==> src/rtl/mem_access_unit.sv <==
// ============================================================================
// mem_access_unit : unified instruction/data memory port for the multi-cycle
//                   MIPS datapath; owns IR and MDR and decodes IR fields.
// Revision        : 1.0 - initial release
// ============================================================================
`default_nettype none

module mem_access_unit #(
  parameter int BIT_WIDTH = 32,
  parameter int MAX_WAIT  = 15,
  parameter int CNT_W     = 4
) (
  input  logic                 clk,
  input  logic                 rst,
  input  logic                 req,
  input  logic                 IorD,
  input  logic                 MemWrite,
  input  logic                 IRWrite,
  input  logic [BIT_WIDTH-1:0] pc,
  input  logic [BIT_WIDTH-1:0] alu_out,
  input  logic [BIT_WIDTH-1:0] wdata,
  output logic                 m_req,
  output logic                 m_we,
  output logic [BIT_WIDTH-1:0] m_addr,
  output logic [BIT_WIDTH-1:0] m_wdata,
  input  logic [BIT_WIDTH-1:0] m_rdata,
  input  logic                 m_ack,
  output logic [BIT_WIDTH-1:0] instr,
  output logic [5:0]           Op,
  output logic [5:0]           Funct,
  output logic [4:0]           rs,
  output logic [4:0]           rt,
  output logic [4:0]           rd,
  output logic [4:0]           shamt,
  output logic [15:0]          imm,
  output logic [BIT_WIDTH-1:0] mdr,
  output logic                 busy,
  output logic                 done,
  output logic                 bus_err
);

  localparam logic [1:0] c_st_idle   = 2'd0;
  localparam logic [1:0] c_st_access = 2'd1;
  localparam logic [1:0] c_st_err    = 2'd2;

  localparam logic [CNT_W-1:0] c_cnt_last = CNT_W'(MAX_WAIT - 1);

  logic [1:0]           r_state;
  logic [CNT_W-1:0]     r_cnt;
  logic                 r_m_req;
  logic                 r_m_we;
  logic                 r_ir_sel;
  logic [BIT_WIDTH-1:0] r_m_addr;
  logic [BIT_WIDTH-1:0] r_m_wdata;
  logic [BIT_WIDTH-1:0] r_instr;
  logic [BIT_WIDTH-1:0] r_mdr;
  logic                 r_busy;
  logic                 r_done;
  logic                 r_bus_err;

  logic [BIT_WIDTH-1:0] w_sel_addr;

  assign w_sel_addr = IorD ? alu_out : pc;

  always_ff @(posedge clk or posedge rst) begin
    if (rst) begin
      r_state   <= c_st_idle;
      r_cnt     <= '0;
      r_m_req   <= 1'b0;
      r_m_we    <= 1'b0;
      r_ir_sel  <= 1'b0;
      r_m_addr  <= '0;
      r_m_wdata <= '0;
      r_instr   <= '0;
      r_mdr     <= '0;
      r_busy    <= 1'b0;
      r_done    <= 1'b0;
      r_bus_err <= 1'b0;
    end else begin
      r_done <= 1'b0;
      case (r_state)
        c_st_idle: begin
          if (req) begin
            // A misaligned address never reaches the bus; it faults at accept.
            if (w_sel_addr[1:0] != 2'b00) begin
              r_state   <= c_st_err;
              r_bus_err <= 1'b1;
            end else begin
              r_state   <= c_st_access;
              r_m_addr  <= w_sel_addr;
              r_m_we    <= MemWrite;
              r_m_wdata <= wdata;
              r_ir_sel  <= IRWrite & ~MemWrite;
              r_cnt     <= '0;
              r_m_req   <= 1'b1;
              r_busy    <= 1'b1;
            end
          end
        end
        c_st_access: begin
          if (m_ack) begin
            r_state <= c_st_idle;
            r_m_req <= 1'b0;
            r_busy  <= 1'b0;
            r_done  <= 1'b1;
            if (!r_m_we) begin
              if (r_ir_sel) r_instr <= m_rdata;
              else          r_mdr   <= m_rdata;
            end
          end else if (r_cnt == c_cnt_last) begin
            r_state   <= c_st_err;
            r_m_req   <= 1'b0;
            r_busy    <= 1'b0;
            r_bus_err <= 1'b1;
          end else begin
            r_cnt <= r_cnt + 1'b1;
          end
        end
        c_st_err: begin
          r_bus_err <= 1'b1;
        end
        default: begin
          r_state <= c_st_idle;
        end
      endcase
    end
  end

  assign m_req   = r_m_req;
  assign m_we    = r_m_we;
  assign m_addr  = r_m_addr;
  assign m_wdata = r_m_wdata;
  assign instr   = r_instr;
  assign mdr     = r_mdr;
  assign busy    = r_busy;
  assign done    = r_done;
  assign bus_err = r_bus_err;

  assign Op    = r_instr[31:26];
  assign rs    = r_instr[25:21];
  assign rt    = r_instr[20:16];
  assign rd    = r_instr[15:11];
  assign shamt = r_instr[10:6];
  assign Funct = r_instr[5:0];
  assign imm   = r_instr[15:0];

endmodule

`default_nettype wire

==> config.mk <==
export PLATFORM = sky130hd
export DESIGN_NAME = mem_access_unit
export DESIGN_NICKNAME = d
export VERILOG_FILES = /design/src/rtl/mem_access_unit.sv
export SDC_FILE = /design/constraint.sdc
export NUM_CORES = 1
export LEC_CHECK = 0
export ABC_AREA = 1
export CORE_AREA = 3 3 123 125
export CTS_CLUSTER_DIAMETER = 100
export DETAILED_ROUTE_END_ITERATION = 16
export DIE_AREA = 0 0 126 128
export GPL_TIMING_DRIVEN = 0
export PLACE_DENSITY_LB_ADDON = 0.2
export RECOVER_POWER = 100
export SLEW_MARGIN = 10
export SYNTH_ARGS = -nofsm -noshare
export SYNTH_HDL_FRONTEND = slang
export SYNTH_SLANG_ARGS = --single-unit
export TNS_END_PERCENT = 30
==> constraint.sdc <==
create_clock -name clk -period 10.4 [get_ports clk]
set_input_delay 1.04 -clock clk [delete_from_list [all_inputs] [get_ports clk]]
set_output_delay 1.04 -clock clk [all_outputs]
set_load 0.02 [all_outputs]
==> impl_metrics.toml, run 1 <==
[timing]
hold_viol = 0
tightest_slew_ps = 2385
slew_viol_final = 53
worst_clock_skew_ps = 5.470
max_freq_ghz = 0.2841
setup_tns_ps = 0
rsz0062_at_grt = "false"
setup_viol = 0
period_share = 0.3385
slew_headroom = -0.5985
worst_slack_ps = 6880
layout_min_cycle_time_ps = 3520

[logic_synthesis]
synth_flop_cell = "dfrtp_1"
ys_ff_latch = 139
syn_inst = 664
synth_area_per_cell_um2 = 9.169
synthSimpleGateAreaFrac = 0.2084
synth_cell_type_count = 28
synth_most_common_cell = "nand2_1"
yosys.area.top_type = "dfrtp_1"
synth_compound_area_frac = 0.06083
async_reset_ff_frac = 1.000
synth-edff-count = 0
synth_top_area_frac = 0.5713
synth_mux_area_frac = 0.04932
synthesis.area_um2 = 6088
ys_warn_count = 0
synthAdderAreaFrac = 0.004110
synth_xor_area_frac = 0.002877
synth_seq_area_share = 0.5713
netlist_top_cells_area = "dfrtp_1 57%, nand2_1 16%, buf_4 6.2%"
ys_top_cells_by_count = "255 x nand2_1, 139 x dfrtp_1, 62 x o21ai_0"
synth_top_family_by_area = "simple AND/OR/NAND/NOR gates"
syn_nets = 801

[critical_path]
critPathLaunchType = "input port"
criticalPathCategory = "input port to flip-flop"
worstPathMaxFanout = 10
cp.required_ps = 10750
endpoint_kind = "flip-flop"
cp_data_arrival_time_ps = 3870

[clock_tree]
root_buffer = "clkbuf_16"
clk_latency_ps = 410
cts_max_level = 4
holdBufCountCts = 0
cts_buffers = 17
clockBufferDepth = 2
clk_pin_slew_ps = 60
cts_resized = 0
cts_tree = "yes"
cts.sinks = 139
postCtsSetupRepairBufs = 0

[place]
dp_cells = 1159
hpwl_mm = 14.04
postPlaceCellArea_um2 = 9489
gp_congestion = 0.8174
place_ws_ps = 7788
io_buffer_count = 314

[power_and_ir_drop]
max-vdd-ir-drop_mv = 0.09771
seqPwrFrac = 0.398
p_sw_mw = 0.4152
internal_power_mw = 1.155
clockPowerShare = 0.398
switching_share = 0.2645
power_density_nw_per_um2 = 156.7
leakagePower_nw = 5.495
power_mw = 1.570
p_comb_frac = 0.204

[final_layout]
nNetsFinal = 1135
drive_above_1_share = 0.08902
antenna_cells = 0
final_cells = 1191
postLayoutCellArea_um2 = 10020
area_delta_synth_final_pct = 64.57

[floorplan]
initial_utilization = 0.4352
placementRows = 43
core_area_um2 = 13990
die_h_um = 128
dieArea_um2 = 16130
dieWidth_um = 126
io_pins = 316

[global_routing]
antenna_found_initial = 1
overflow = 0
grt_pass1_wl_mm = 29.48
grt_pass1_vias = 5769
gr-usage-all-layers = 0.2322
grt_max_degree = 88

[routing]
ant_nets = 0
first_iter_violations = 349
drc = 0
wl_mm = 18.50
firstDrtPassIters = 4
via_per_inst = 4.767
vias = 5678
wl_per_cell_um = 15.54

[run_status]
status = "finished, violations left"
violations = "capacitance limit, slew limit"

[flow_run]
cap_violations = 1

[min_path]
hp-class = "flip-flop to flip-flop"
==> area by class of cell <==
| type | count | area, µm² |
|---|---|---|
| fillers | 1107 | 3969 |
| flip-flops and latches | 139 | 3478 |
| repair buffers | 315 | 3171 |
| multi-input cells | 421 | 1946 |
| plain buffers | 84 | 508.0 |
| clock buffers | 25 | 505.5 |
| well taps | 180 | 225.2 |
| clock inverters | 7 | 110.1 |
| inverters | 20 | 76.32 |
==> layout by cell type (no fill, tap or decap), types with 2 or more instances in the layout <==
master / instances
dfrtp_1: 139
clkinv_2: 4
a21oi_1: 8
inv_1: 18
dlygate4sd3_1: 184
nand3_1: 34
clkbuf_8: 5
nor2_1: 20
clkbuf_1: 31
clkdlybuf4s50_1: 130
buf_4: 49
clkbuf_16: 17
ha_1: 2
buf_2: 7
o21ai_0: 62
bufinv_16: 3
nand2_1: 256
mux2i_1: 30
==> stage by stage <==
step	hold WS, ps	utilization
floorplan	517.9	-
CTS	457.0	0.7224
detailed placement	444.8	0.6784
global placement	441.5	0.6760
global route	473.5	0.7163
finish	447.1	0.7163
==> critical path: stages <==
cell           delay [ps]
dlygate4sd3_1         520
inv_1                  60
nor2_1                590
nand2_1               350
nor2_1                270
clkbuf_1              440
clkbuf_1              410
nand2_1               100
nand2_1                80
==> cell families after synthesis <==
logic type / Yosys count
simple gates: 314
xor+xnor: 2
buf+inv: 104
fa+ha+maj: 2
mux: 30
compound gates: 73
flops: 139
==> path summary, 6_finish.rpt <==
check	startpoint	endpoint	slack, ps	depth (start not counted)
setup / recovery	m_ack	instr[12]	6880	9
hold / removal	bus_err	bus_err	450	1
setup reg to reg	r_state[1]	instr[12]	7510	9
hold reg to reg	bus_err	bus_err	450	1
max in group asynchronous	rst	m_wdata[28]	7460	3
min in group asynchronous	rst	instr[1]	1730	2
==> metal layers <==
layer  vias to the layer above  part of all wire  GRT usage
li1                       2738                 -          -
met4                         2             0.028    0.09590
met1                      2665              0.37     0.2597
met3                        38             0.084    0.07875
met5                         -           0.00070          0
met2                       235              0.52     0.4069
==> flip-flops by register name, summed over array words and instances (netlist names) <==
register and count:
m_wdata 32, m_we 1, bus_err 1, instr 32, r_state 2, busy 1
m_addr 32, r_cnt 4, done 1, r_ir_sel 1, mdr 32
==> power by group through the flow <==
stage	clock network (mW)	logic, mW	registers (mW)
final	0.625	0.320	0.625
after global routing	0.658	0.345	0.631
after CTS	0.634	0.347	0.628
after detailed placement	0	0.345	0.635
after global placement	0	0.340	0.634
after floorplan	0	0.0764	0.702
(Power assumes the default switching activity.)
==> run 2: changes to the inputs <==
--- a/config.mk
+++ b/config.mk
@@ -6,10 +6,10 @@
 export NUM_CORES = 1
 export LEC_CHECK = 0
 export ABC_AREA = 1
-export CORE_AREA = 3 3 123 125
+export CORE_AREA = 3 3 135 137
 export CTS_CLUSTER_DIAMETER = 100
 export DETAILED_ROUTE_END_ITERATION = 16
-export DIE_AREA = 0 0 126 128
+export DIE_AREA = 0 0 138 140
 export GPL_TIMING_DRIVEN = 0
 export PLACE_DENSITY_LB_ADDON = 0.2
 export RECOVER_POWER = 100
==> constraint.sdc (replaced) <==
create_clock -name clk -period 3 [get_ports clk]
set_input_delay 0.3 -clock clk [delete_from_list [all_inputs] [get_ports clk]]
set_output_delay 0.3 -clock clk [all_outputs]
set_load 0.02 [all_outputs]
==> run 2 against run 1 <==
Net effect: the run now ends clean; register-to-register slack worse by 6600 ps; final area is 1.8% higher; first-iteration DRC count is 36% lower; clock power grew to 3.8 times the previous value; clock-buffer cell count is 4 lower; non-clock buffer count is 3 higher; worst setup slack worse by 6000 ps; sequential cell count stayed put; routed wire length is 0.99% lower; critical endpoint is now instr[10]; highest routed layer is now met4.
==> impl_metrics.toml, run 2 (synthesis gave the netlist of run 1 again) <==
[global_routing]
grt_max_degree = 37
antenna_found_initial = 0
grt_pass1_wl_mm = 29.56
gr-usage-all-layers = 0.1905
overflow = 0
grt_pass1_vias = 5607

[power_and_ir_drop]
leakagePower_nw = 5.571
max-vdd-ir-drop_mv = 0.3699
power_density_nw_per_um2 = 554.8
power_mw = 5.656

[critical_path]
cp-startpoint = "r_state[1]"
cp_data_arrival_time_ps = 2430
endpoint_kind = "flip-flop"
rr_endpoint = "instr[10]"
criticalPathCategory = "flip-flop to flip-flop"
worstPathMaxFanout = 10
critPathLaunchType = "flip-flop"
cp.required_ps = 3290
r2r_cells = 7
r2r_start = "r_state[1]"
crit_end = "instr[10]"
rrSetupSlack_ps = 860

[timing]
tightest_slew_ps = 916.4
slew_headroom = 0.3891
rsz0062_at_grt = "false"
setup_viol = 0
hold_viol = 0
worst_slack_ps = 863.7
period_share = 0.7121
layout_min_cycle_time_ps = 2136
slew_viol_final = 0
max_freq_ghz = 0.4681
worst_clock_skew_ps = 8.665

[final_layout]
drive_above_1_share = 0.09961
nNetsFinal = 1138
fillers = 1538
final_cells = 1239
utilization = 0.5936
area_delta_synth_final_pct = 67.47
most-common-layout-cells = "255 x nand2_1, 183 x dlygate4sd3_1, 139 x dfrtp_1"
antenna_cells = 0
final_common_cell = "nand2_1"
postLayoutCellArea_um2 = 10200

[routing]
wl_per_cell_um = 14.79
vias = 5587
first_iter_violations = 223
via_per_inst = 4.509
firstDrtPassIters = 4
drc = 0
ant_nets = 0
wl_mm = 18.32

[place]
place_ws_ps = 1103
gp_congestion = 0.7628
io_buffer_count = 314
dp_cells = 1207
postPlaceCellArea_um2 = 9597
hpwl_mm = 14.23

[floorplan]
io_pins = 316
core_area_um2 = 17180
placementRows = 48
die_h_um = 140
dieArea_um2 = 19320
dieWidth_um = 138
initial_utilization = 0.3545

[clock_tree]
cts_buffers = 17
cts.sinks = 139
clk_latency_ps = 420
postCtsSetupRepairBufs = 0
holdBufCountCts = 0
cts_resized = 0
clockBufferDepth = 2
root_buffer = "clkbuf_16"
cts_max_level = 4
clk_pin_slew_ps = 60
cts_tree = "yes"

[min_path]
hp-class = "input port to flip-flop"

[flow_run]
cap_violations = 0

[run_status]
status = "finished, final reports clean"
run 2: changes by cell type in the layout (fill, tap and decap cells not counted), sizes merged:
cell	delta
clkbuf	-8
bufinv	+3
dlygate4sd3	-1
buf	+7
clkdlybuf4s50	+1
clkinvlp	+1
run 2: layer usage:
| metal | vias to the layer above | global-route usage | wire length (µm) |
|---|---|---|---|
| li1 | 2743 | - | - |
| met3 | 23 | 0.06760 | 1511 |
| met1 | 2590 | 0.2227 | 7394 |
| met4 | 0 | 0.06448 | 362 |
| met5 | - | 0 | 0 |
| met2 | 231 | 0.3271 | 9051 |
run 2: report_power, final:
part	internal (mW)	switching [mW]	total (mW)
Combinational	0.524	0.577	1.10
Clock	1.60	0.789	2.39
Sequential	2.07	0.0965	2.16
Total	4.19	1.46	5.66
run 2: worst min path at each step:
stage                          from     endpoint  slack (ps)  depth (start not counted)
final                     wdata[30]  m_wdata[30]         410                          3
after global routing      wdata[23]  m_wdata[23]         420                          3
after CTS                       rst   m_addr[16]         220                          2
after detailed placement    bus_err      bus_err         450                          1
after global placement      bus_err      bus_err         440                          1
after floorplan            wdata[0]   m_wdata[0]         410                          2
run 2: critical path: stages, from the launching register on:
cell and delay (ps):
dfrtp_1 400, inv_1 110, nand2_2 100, nor2_1 640, nand2_4 190, clkbuf_1 280, o21ai_0 230, nand2_1 60
run 2: cell type report:
type | count | area (µm²) | area share
Sequential cell | 139 | 3478 | 0.3411
Multi-Input combinational cell | 421 | 1961 | 0.1923
Clock buffer | 21 | 460.4 | 0.04516
Buffer | 84 | 530.5 | 0.05203
Tap cell | 225 | 281.5 | 0.02761
Inverter | 20 | 76.32 | 0.007486
Timing Repair Buffer | 318 | 3193 | 0.3132
Clock inverter | 11 | 215.2 | 0.02111
run 2: stage by stage:
step,hold slack [ps],setup TNS (ps)
global route,415.6,0
detailed placement,448.6,0
global placement,444.3,-52980
CTS,219.9,0
finish,412.9,0
floorplan,409.6,0
==> run 3: changes to the inputs <==
--- a/config.mk
+++ b/config.mk
@@ -6,10 +6,10 @@
 export NUM_CORES = 1
 export LEC_CHECK = 0
 export ABC_AREA = 1
-export CORE_AREA = 3 3 135 137
+export CORE_AREA = 3 3 128 130
 export CTS_CLUSTER_DIAMETER = 100
 export DETAILED_ROUTE_END_ITERATION = 16
-export DIE_AREA = 0 0 138 140
+export DIE_AREA = 0 0 131 133
 export GPL_TIMING_DRIVEN = 0
 export PLACE_DENSITY_LB_ADDON = 0.2
 export RECOVER_POWER = 100
==> constraint.sdc (replaced) <==
create_clock -name clk -period 2.16 [get_ports clk]
set_input_delay 0.216 -clock clk [delete_from_list [all_inputs] [get_ports clk]]
set_output_delay 0.216 -clock clk [all_outputs]
set_load 0.02 [all_outputs]
==> run 3 against run 2 <==
Net effect: critical path depth is 5 lower; via count is 0.47% lower; die area down 9.8%; clock-buffer cell count up 1; clock skew shrank 3.1 ps; cell count decreased by 1.1%; critical path type is now flip-flop to primary output.
==> impl_metrics.toml, run 3 (synthesis gave the netlist of run 1 again) <==
[run_status]
status = "finished, final reports clean"

[global_routing]
grt_pass1_vias = 5462
overflow = 0
gr-usage-all-layers = 0.2085
grt_pass1_wl_mm = 28.43
antenna_found_initial = 0
grt_max_degree = 39

[clock_tree]
clk_pin_slew_ps = 60
root_buffer = "clkbuf_16"
postCtsSetupRepairBufs = 0
clk_latency_ps = 410
cts.sinks = 139
cts_buffers = 17
holdBufCountCts = 0
cts_max_level = 4
cts_resized = 0
cts_tree = "yes"
clockBufferDepth = 2

[timing]
rsz0062_at_grt = "false"
worst_clock_skew_ps = 5.599
max_freq_ghz = 0.5394
tightest_slew_ps = 985.3
slew_viol_final = 0
setup_viol = 0
worst_slack_ps = 306.0
slew_headroom = 0.3395
layout_min_cycle_time_ps = 1854
hold_viol = 0
period_share = 0.8583

[floorplan]
io_pins = 316
dieWidth_um = 131
dieArea_um2 = 17420
die_h_um = 133
initial_utilization = 0.3990
placementRows = 45
core_area_um2 = 15260

[place]
place_ws_ps = 366.7
dp_cells = 1193
io_buffer_count = 314
gp_congestion = 0.7784
hpwl_mm = 14.12

[final_layout]
multi_input_area_um2 = 1974
nNetsFinal = 1138
antenna_cells = 0
drive_above_1_share = 0.1045
final_common_cell = "nand2_1"
fillers = 1302
final_cells = 1225
area_delta_synth_final_pct = 67.32
regArea_um2 = 3478
most-common-layout-cells = "256 x nand2_1, 182 x dlygate4sd3_1, 139 x dfrtp_1"

[critical_path]
crit_path_top_delay_cell = "dlygate4sd3_1"
criticalPathCategory = "flip-flop to primary output"
max_stage_delay_ps = 640
endpoint_kind = "primary output"
worstPathMaxFanout = 3
path_cells = "buf_4 -> dlygate4sd3_1"
cp_data_arrival_time_ps = 1640
critPathLaunchType = "flip-flop"
cp.required_ps = 1940

[routing]
ant_nets = 0
wl_per_cell_um = 14.73
vias = 5561
first_iter_violations = 208
wl_mm = 18.05
drc = 0
firstDrtPassIters = 6
via_per_inst = 4.540

[power_and_ir_drop]
power_mw = 7.815
leakagePower_nw = 5.584
power_density_nw_per_um2 = 767.1
max-vdd-ir-drop_mv = 0.5901

[flow_run]
cap_violations = 0

[min_path]
hp-class = "input port to flip-flop"
-- run 3: power breakdown --
part	internal [mW]	switching, mW	total (mW)
combinational	0.729	0.806	1.53
sequential	2.87	0.150	3.02
clock	2.17	1.09	3.26
total	5.77	2.04	7.81
-- run 3: path summary, 6_finish.rpt --
check,start,slack (ps),depth (start not counted),to
setup / recovery,busy,310,2,m_req
hold reg to reg,bus_err,450,1,bus_err
hold / removal,IorD,330,6,busy
min in group asynchronous,rst,420,2,m_addr[26]
max in group asynchronous,rst,430,4,instr[21]
setup reg to reg,r_state[1],360,6,m_wdata[2]
-- run 3: layer usage --
metal  track usage  vias up  share of wire
li1              -     2740              -
met3       0.07913       22          0.096
met4       0.06343        0          0.016
met2        0.3578      226           0.51
met1        0.2388     2573           0.38
met5             0        -              0
-- run 3: per-stage QoR --
stage	util	instance area, µm²	hold slack [ps]	TNS (ps)
4_1_cts	0.6717	10250	199.8	0
3_5_place_dp	0.6278	9579	447.9	0
3_3_place_gp	0.6226	9499	444.1	-154680
6_report	0.6677	10190	326.0	0
2_1_floorplan	-	6092	325.6	0
5_1_grt	0.6677	10190	329.2	0
-- run 3: worst max-delay path, delay by kind of cell (launching register included) --
kind,cells,cell delay (ps)
buffers and inverters,2,790
flip-flops,1,440
-- run 3: layout make-up --
cell class / instances / share of cell area
Buffer: 84 / 0.05220
Clock buffer: 22 / 0.04753
Clock inverter: 10 / 0.01818
Inverter: 20 / 0.007492
Multi-Input combinational cell: 421 / 0.1938
Sequential cell: 139 / 0.3414
Tap cell: 211 / 0.02591
Timing Repair Buffer: 318 / 0.3134
